[src/rtl/sdram_arb_pkg.sv]
// Shared types and constants for the SDRAM requester arbiter.
// Holds the FSM encoding, the byte-mask width and the grant-index width helper.
package sdram_arb_pkg;

   typedef enum logic [1:0] {
      IDLE    = 2'd0,
      BUSY    = 2'd1,
      RELEASE = 2'd2
   } state_t;

   localparam int MASK_W = 4;

   function automatic int grant_w(input int nports);
      return (nports > 1) ? $clog2(nports) : 1;
   endfunction

endpackage

[src/rtl/sdram_arb_rr_pick.sv]
// Rotating-priority picker: first requester after `last`, wrapping; `last` itself is lowest priority.
// Purely combinational, no state.
module rr_pick
   import sdram_arb_pkg::*;
#(
   parameter int NPORTS = 2,
   parameter int W      = grant_w(NPORTS)
) (
   input  logic [NPORTS-1:0] req,
   input  logic [W-1:0]      last,
   output logic              any,
   output logic [W-1:0]      idx
);

   logic [W-1:0] w_pos;

   // Walk from farthest to nearest so the port closest after `last` wins.
   always_comb begin
      any   = 1'b0;
      idx   = '0;
      w_pos = '0;
      for (int k = NPORTS; k >= 1; k--) begin
         w_pos = W'((int'(last) + k) % NPORTS);
         if (req[w_pos]) begin
            any = 1'b1;
            idx = w_pos;
         end
      end
   end

endmodule

[src/rtl/sdram_arb.sv]
// Round-robin arbiter sharing one SDRAM controller among NPORTS requesters; fully registered outputs.
// Grant to m_valid is 1 cycle; m_ready to s_ready is 1 cycle; one RELEASE cycle before the next grant.
module sdram_arb
   import sdram_arb_pkg::*;
#(
   parameter int NPORTS = 2,
   parameter int ADDR_W = 25,
   parameter int DATA_W = 32
) (
   input  logic                       clk,
   input  logic                       resetn,
   input  logic [NPORTS-1:0]          s_valid,
   input  logic [NPORTS*ADDR_W-1:0]   s_addr,
   input  logic [NPORTS*DATA_W-1:0]   s_din,
   input  logic [NPORTS*MASK_W-1:0]   s_wmask,
   output logic [DATA_W-1:0]          s_dout,
   output logic [NPORTS-1:0]          s_ready,
   output logic                       m_valid,
   output logic [ADDR_W-1:0]          m_addr,
   output logic [DATA_W-1:0]          m_din,
   output logic [MASK_W-1:0]          m_wmask,
   input  logic [DATA_W-1:0]          m_dout,
   input  logic                       m_ready
);

   localparam int GRANT_W = grant_w(NPORTS);

   state_t              r_state,   w_state_nxt;
   logic [GRANT_W-1:0]  r_grant,   w_grant_nxt;
   logic [GRANT_W-1:0]  r_last,    w_last_nxt;
   logic                r_m_valid, w_m_valid_nxt;
   logic [ADDR_W-1:0]   r_m_addr,  w_m_addr_nxt;
   logic [DATA_W-1:0]   r_m_din,   w_m_din_nxt;
   logic [MASK_W-1:0]   r_m_wmask, w_m_wmask_nxt;
   logic [DATA_W-1:0]   r_s_dout,  w_s_dout_nxt;
   logic [NPORTS-1:0]   r_s_ready, w_s_ready_nxt;

   logic                w_any;
   logic [GRANT_W-1:0]  w_idx;

   rr_pick #(
      .NPORTS (NPORTS),
      .W      (GRANT_W)
   ) u_pick (
      .req  (s_valid),
      .last (r_last),
      .any  (w_any),
      .idx  (w_idx)
   );

   always_ff @(posedge clk or negedge resetn) begin
      if (!resetn) begin
         r_state   <= IDLE;
         r_grant   <= '0;
         r_last    <= GRANT_W'(NPORTS - 1);
         r_m_valid <= 1'b0;
         r_m_addr  <= '0;
         r_m_din   <= '0;
         r_m_wmask <= '0;
         r_s_dout  <= '0;
         r_s_ready <= '0;
      end else begin
         r_state   <= w_state_nxt;
         r_grant   <= w_grant_nxt;
         r_last    <= w_last_nxt;
         r_m_valid <= w_m_valid_nxt;
         r_m_addr  <= w_m_addr_nxt;
         r_m_din   <= w_m_din_nxt;
         r_m_wmask <= w_m_wmask_nxt;
         r_s_dout  <= w_s_dout_nxt;
         r_s_ready <= w_s_ready_nxt;
      end
   end

   // Request fields are captured only at grant, so requester changes during BUSY never leak downstream.
   always_comb begin
      w_state_nxt   = r_state;
      w_grant_nxt   = r_grant;
      w_last_nxt    = r_last;
      w_m_valid_nxt = r_m_valid;
      w_m_addr_nxt  = r_m_addr;
      w_m_din_nxt   = r_m_din;
      w_m_wmask_nxt = r_m_wmask;
      w_s_dout_nxt  = r_s_dout;
      w_s_ready_nxt = r_s_ready;
      case (r_state)
         IDLE: begin
            if (w_any) begin
               w_m_addr_nxt  = s_addr[w_idx*ADDR_W +: ADDR_W];
               w_m_din_nxt   = s_din[w_idx*DATA_W +: DATA_W];
               w_m_wmask_nxt = s_wmask[w_idx*MASK_W +: MASK_W];
               w_m_valid_nxt = 1'b1;
               w_grant_nxt   = w_idx;
               w_last_nxt    = w_idx;
               w_state_nxt   = BUSY;
            end
         end
         BUSY: begin
            if (m_ready) begin
               w_m_valid_nxt = 1'b0;
               w_s_dout_nxt  = m_dout;
               w_s_ready_nxt = {{(NPORTS-1){1'b0}}, 1'b1} << r_grant;
               w_state_nxt   = RELEASE;
            end
         end
         RELEASE: begin
            // Gives the finished requester a cycle to drop s_valid before arbitration resumes.
            w_s_ready_nxt = '0;
            w_state_nxt   = IDLE;
         end
         default: begin
            w_state_nxt = IDLE;
         end
      endcase
   end

   assign s_dout  = r_s_dout;
   assign s_ready = r_s_ready;
   assign m_valid = r_m_valid;
   assign m_addr  = r_m_addr;
   assign m_din   = r_m_din;
   assign m_wmask = r_m_wmask;

endmodule

[config.mk]
export PLATFORM = sky130hd
export DESIGN_NAME = sdram_arb
export DESIGN_NICKNAME = d
export VERILOG_FILES = /design/src/rtl/sdram_arb_pkg.sv /design/src/rtl/sdram_arb_rr_pick.sv /design/src/rtl/sdram_arb.sv
export SDC_FILE = /design/constraint.sdc
export NUM_CORES = 1
export LEC_CHECK = 0
export CORE_MARGIN = 5
export CORE_UTILIZATION = 44
export CTS_CLUSTER_SIZE = 8
export DETAILED_ROUTE_END_ITERATION = 7
export PLACE_DENSITY = 0.86
export SLEW_MARGIN = 40
export SYNTH_ARGS = -nofsm -noshare
export SYNTH_HDL_FRONTEND = slang
export SYNTH_SLANG_ARGS = --single-unit
[constraint.sdc]
create_clock -name clk -period 4.4 [get_ports clk]
set_input_delay 0.44 -clock clk [delete_from_list [all_inputs] [get_ports clk]]
set_output_delay 0.44 -clock clk [all_outputs]
set_load 0.005 [all_outputs]
==> impl_metrics.env, run 1 <==
export IMPL_cts_sinks=100
export IMPL_diodes=0
export IMPL_drive_gt1_share_pct=33.2
export IMPL_rsz0062_at_grt="no"
export IMPL_final_common_cell="clkdlybuf4s50_1"
export IMPL_max_cap_violations=0
export IMPL_post_cts_buffers=0
export IMPL_antenna_found_initial=0
export IMPL_syn_inst=290
export IMPL_period_needed_ns=2.10
export IMPL_final_util_pct=69.8
export IMPL_synthDistinctLibCells=21
export IMPL_grt_pass1_wl_um=19200
export IMPL_p_per_area_mw_per_mm2=615
export IMPL_synth_fp_nets=449
export IMPL_grt_overflow=0
export IMPL_die_y_um=117
export IMPL_crit_required_ns=4.61
export IMPL_ir_worst_vdd_mv=0.382
export IMPL_grtUsageTotal_pct=18.2
export IMPL_nets=703
export IMPL_final_max_slew_viol_count=0
export IMPL_drt_iter0_drc=114
export IMPL_gp_congestion=0.724
export IMPL_wirelength_um=12900
export IMPL_cts_root_buffer="clkbuf_16"
export IMPL_postCtsHoldBufs=0
export IMPL_tightest_slew_ns=0.680
export IMPL_fmax_mhz=476
export IMPL_design_die_area_mm2=0.0136
export IMPL_p_leak_nw=3.50
export IMPL_sequentialPowerShare_pct=34.7
export IMPL_worstSetupPathType="primary input to register"
export IMPL_clk_pin_slew_ns=0.07
export IMPL_switching_share_pct=27.5
export IMPL_clk_latency_ns=0.33
export IMPL_fill_cells=798
export IMPL_grt_pass1_vias=3673
export IMPL_area_growth_pct=57.1
export IMPL_finalHoldViolCount=0
export IMPL_avgSynthCellArea_um2=17.3
export IMPL_num_rows=39
export IMPL_maxSlewHeadroom_pct=54.6
export IMPL_die_w_um=117
export IMPL_finalSetupTns_ns=0
export IMPL_h_tree_depth=3
export IMPL_postCtsResizedCells=0
export IMPL_yosys_warnings=0
export IMPL_ys_seq_area_share_pct=50.0
export IMPL_critPathCaptureType="register"
export IMPL_syn_area_mm2=0.00501
export IMPL_viasPerCell=4.78
export IMPL_power_switching_w=0.00133
export IMPL_wl_per_cell_um=18.7
export IMPL_vias=3303
export IMPL_hpwl_um=10100
export IMPL_most_common_layout_cells="253 x clkdlybuf4s50_1, 120 x mux2_4, 99 x dfrtp_1"
export IMPL_coreArea_mm2=0.0113
export IMPL_initial_core_util_pct=44.5
export IMPL_ys_ff_latch=100
export IMPL_path_max_fanout=25
export IMPL_post_route_period_util_pct=47.7
export IMPL_p_clk_share_pct=15.1
export IMPL_first_pass_iters=4
export IMPL_min_path_type="primary input to async pin"
export IMPL_status="finished clean"
export IMPL_crit_path_start_kind="primary input"
export IMPL_setup_viol=0
export IMPL_pin_count=255
export IMPL_numPortBuffers=254
export IMPL_grt_max_degree=63
export IMPL_p_int_w=0.00351
export IMPL_cts_tree="yes"
export IMPL_arrival_ns=2.31
export IMPL_cts_buffer_depth=2
export IMPL_power_frac_comb_pct=50.2
export IMPL_cts_buffers=9
export IMPL_drc=0
export IMPL_fin_worst_skew_ns=0.00730
export IMPL_drtAntennaViolNets=0
critical path, cell delays in order:
cell and delay [ns]:
clkdlybuf4s50_1 0.52, a21bo_4 0.25, buf_4 0.44, mux2_2 0.38, mux2_2 0.26
final cells by class:
type | count | area [µm²] | share of cell area [%]
Clock buffer | 10 | 239 | 3.04
Clock inverter | 5 | 37.5 | 0.477
Inverter | 1 | 3.75 | 0.0477
Multi-Input combinational cell | 172 | 2320 | 29.5
Sequential cell | 100 | 2500 | 31.8
Tap cell | 143 | 179 | 2.27
Timing Repair Buffer | 260 | 2590 | 32.9
through the flow:
| stage | hold slack, ns | cell area (µm²) | total power [W] | setup slack (ns) | cells |
|---|---|---|---|---|---|
| after floorplan | 0.144 | 5010 | 0.00289 | 2.80 | 290 |
| after global placement | 0.460 | 7590 | 0.00407 | 2.00 | 676 |
| after detailed placement | 0.490 | 7590 | 0.00415 | 1.96 | 676 |
| after CTS | 0.210 | 7870 | 0.00491 | 2.32 | 691 |
| after global routing | 0.109 | 7870 | 0.00512 | 2.23 | 691 |
| final | 0.0745 | 7870 | 0.00484 | 2.30 | 691 |
state kept, by name, summed over array words and instances, names as in the netlist:
register / flops
r_state: 2
r_grant: 1
s_dout: 32
r_last: 1
m_wmask: 4
s_ready: 2
m_addr: 25
m_din: 32
m_valid: 1
cell families (layout without fill, tap and decap cells):
kind of cell / Yosys count / in the layout / synth area share, %
compound gates: 8 / 8 / 1.22
mux: 156 / 156 / 44.0
buf+inv: 18 / 276 / 3.95
simple gates: 8 / 8 / 0.824
flops: 100 / 100 / 50.0
worst paths after layout:
path,start,endpoint,slack [ns],cells past startpoint
max,s_valid[0],m_din[25],2.30,5
min in group clk,m_valid,m_valid,0.50,1
min reg2reg,m_valid,m_valid,0.50,1
min,resetn,s_dout[5],0.07,1
max reg2reg,r_last,m_din[25],2.39,4
max in group asynchronous,resetn,r_last,3.37,2
power groups by stage:
stage,Clock (W),Combinational (W),Sequential (W)
global route,0.000790,0.00258,0.00175
detailed placement,0,0.00246,0.00169
finish,0.000731,0.00243,0.00168
floorplan,0,0.00120,0.00169
CTS,0.000752,0.00247,0.00169
global placement,0,0.00240,0.00166
metal layers:
metal / track usage [%] / wire length (µm)
met5: 0 / 0
met4: 7.42 / 283
met3: 4.61 / 1120
met2: 32.9 / 6750
met1: 20.5 / 4780
synth_stat cells:
cell type	count	share of area (%)
a22o_1	3	0.52
nand3b_1	1	0.15
o21ai_0	1	0.10
mux2_2	36	8.1
buf_4	5	0.75
buf_2	5	0.50
dfrtp_1	99	49
a21bo_1	1	0.20
nor3_1	1	0.10
a21o_1	1	0.15
a21boi_0	1	0.15
dfstp_2	1	0.52
buf_12	6	2.4
inv_1	1	0.075
mux2_4	120	36
buf_6	1	0.22
nand2_1	2	0.15
nor3b_1	1	0.15
a21oi_1	1	0.10
or2_2	1	0.12
nor2_1	2	0.15
Note: power is estimated with default switching activity, not from simulation.
==> inputs of run 2 (changes only) <==
Settings changed: CORE_UTILIZATION 44 to 40, PLACE_DENSITY 0.86 to 0.79.
Clock period 4.4 ns to 2 ns, I/O delays scaled along.
==> impl_metrics.env, run 2 (synthesized netlist as in run 1, its figures left out) <==
export IMPL_diodes=0
export IMPL_num_rows=40
export IMPL_ir_worst_vdd_mv=0.588
export IMPL_status="finished clean"
export IMPL_cts_root_buffer="clkbuf_16"
export IMPL_viasPerCell=4.68
export IMPL_rsz0062_at_grt="no"
export IMPL_cts_buffer_depth=2
export IMPL_r2r_end="m_din[25]"
export IMPL_setup_viol=0
export IMPL_p_per_area_mw_per_mm2=1350
export IMPL_drt_iter0_drc=135
export IMPL_maxSlewHeadroom_pct=67.0
export IMPL_grt_pass1_wl_um=20200
export IMPL_pin_count=255
export IMPL_p_leak_nw=3.57
export IMPL_fmax_mhz=604
export IMPL_numPortBuffers=254
export IMPL_finalSetupTns_ns=0
export IMPL_endpoint="m_din[25]"
export IMPL_clk_pin_slew_ns=0.07
export IMPL_final_max_slew_viol_count=0
export IMPL_post_route_period_util_pct=82.8
export IMPL_worstSetupPathType="register to register"
export IMPL_initial_core_util_pct=41.2
export IMPL_cts_sinks=100
export IMPL_cts_buffers=9
export IMPL_post_cts_buffers=0
export IMPL_drive_gt1_share_pct=34.3
export IMPL_vias=3406
export IMPL_postCtsResizedCells=0
export IMPL_crit_required_ns=2.22
export IMPL_reg2reg_slack_ns=0.34
export IMPL_grt_max_degree=45
export IMPL_die_y_um=122
export IMPL_ff2ff_path_depth=4
export IMPL_critPathLaunch="r_last"
export IMPL_worstReg2RegStart="r_last"
export IMPL_clk_latency_ns=0.34
export IMPL_whs_ns=0.370
export IMPL_cts_tree="yes"
export IMPL_grt_pass1_vias=3862
export IMPL_period_needed_ns=1.66
export IMPL_antenna_found_initial=0
export IMPL_h_tree_depth=3
export IMPL_drc=0
export IMPL_crit_path_start_kind="register"
export IMPL_max_cap_violations=0
export IMPL_fill_cells=946
export IMPL_critPathCaptureType="register"
export IMPL_wl_per_cell_um=18.3
export IMPL_drtAntennaViolNets=0
export IMPL_fin_worst_skew_ns=0.00765
export IMPL_min_path_type="primary input to async pin"
export IMPL_area_growth_pct=60.6
export IMPL_grt_overflow=0
export IMPL_wirelength_um=13300
export IMPL_coreArea_mm2=0.0122
export IMPL_final_common_cell="clkdlybuf4s50_1"
export IMPL_tightest_slew_ns=0.495
export IMPL_postCtsHoldBufs=1
export IMPL_die_w_um=122
export IMPL_hpwl_um=10500
export IMPL_design_die_area_mm2=0.0149
export IMPL_first_pass_iters=4
export IMPL_postPlaceCellArea_mm2=0.00776
export IMPL_gp_congestion=0.736
export IMPL_finalHoldViolCount=0
export IMPL_nets=714
export IMPL_p_total_w=0.0108
export IMPL_path_max_fanout=21
export IMPL_most_common_layout_cells="253 x clkdlybuf4s50_1, 120 x mux2_4, 99 x dfrtp_1"
export IMPL_arrival_ns=1.87
export IMPL_grtUsageTotal_pct=17.6
export IMPL_finish_instance_area_mm2=0.00805
==> run 2: cell types whose count changed in the layout (fill, tap and decap cells not counted) <==
cell	change
inv_6	+1
clkbuf_1	+1
clkinvlp_4	+1
clkbuf_8	-1
buf_12	+5
buf_4	+6
buf_6	-1
dlygate4sd3_1	+1
clkinv_2	-1
==> run 2: power by group <==
| group | total, W | switching [W] | internal [W] |
|---|---|---|---|
| clock network | 0.00162 | 0.000763 | 0.000855 |
| registers | 0.00370 | 0.000626 | 0.00308 |
| logic | 0.00552 | 0.00161 | 0.00391 |
| total | 0.0108 | 0.00300 | 0.00784 |
==> run 2: critical path: stages, from the launching register on <==
cell	delay (ns)
dfstp_2	0.55
a21bo_4	0.17
buf_12	0.20
mux2_2	0.35
mux2_2	0.26
==> run 2: final cells by class <==
type / count / area (µm²) / area share, %
Sequential cell: 100 / 2500 / 31.1
Timing Repair Buffer: 271 / 2730 / 33.9
Multi-Input combinational cell: 172 / 2320 / 28.8
Clock buffer: 10 / 229 / 2.84
Tap cell: 168 / 210 / 2.61
Clock inverter: 6 / 48.8 / 0.606
Inverter: 1 / 3.75 / 0.0466
==> run 2: metal layers <==
layer / vias up / track usage, % / routed length (µm)
met5: - / 0 / 0
met4: 0 / 7.63 / 292
met3: 18 / 3.99 / 924
met2: 141 / 32.0 / 6990
met1: 1681 / 19.6 / 5110
li1: 1566 / - / -
==> run 2: worst min-delay path by stage <==
stage,endpoint,slack (ns),cells past startpoint
2_1_floorplan,m_addr[0],-0.1,0
3_3_place_gp,m_addr[13],0.19,1
3_5_place_dp,m_addr[13],0.20,1
4_1_cts,m_addr[13],0.38,2
5_1_grt,m_addr[8],0.40,2
6_report,m_addr[14],0.37,2
==> run 2: per-stage QoR <==
stage                     std cells  util, %  setup WS [ns]
after floorplan                 290        -          0.403
after global placement          711     63.8          0.111
after detailed placement        711     63.8         0.0923
after CTS                       728     66.2          0.335
after global routing            728     66.2          0.283
final                           728     66.2          0.345
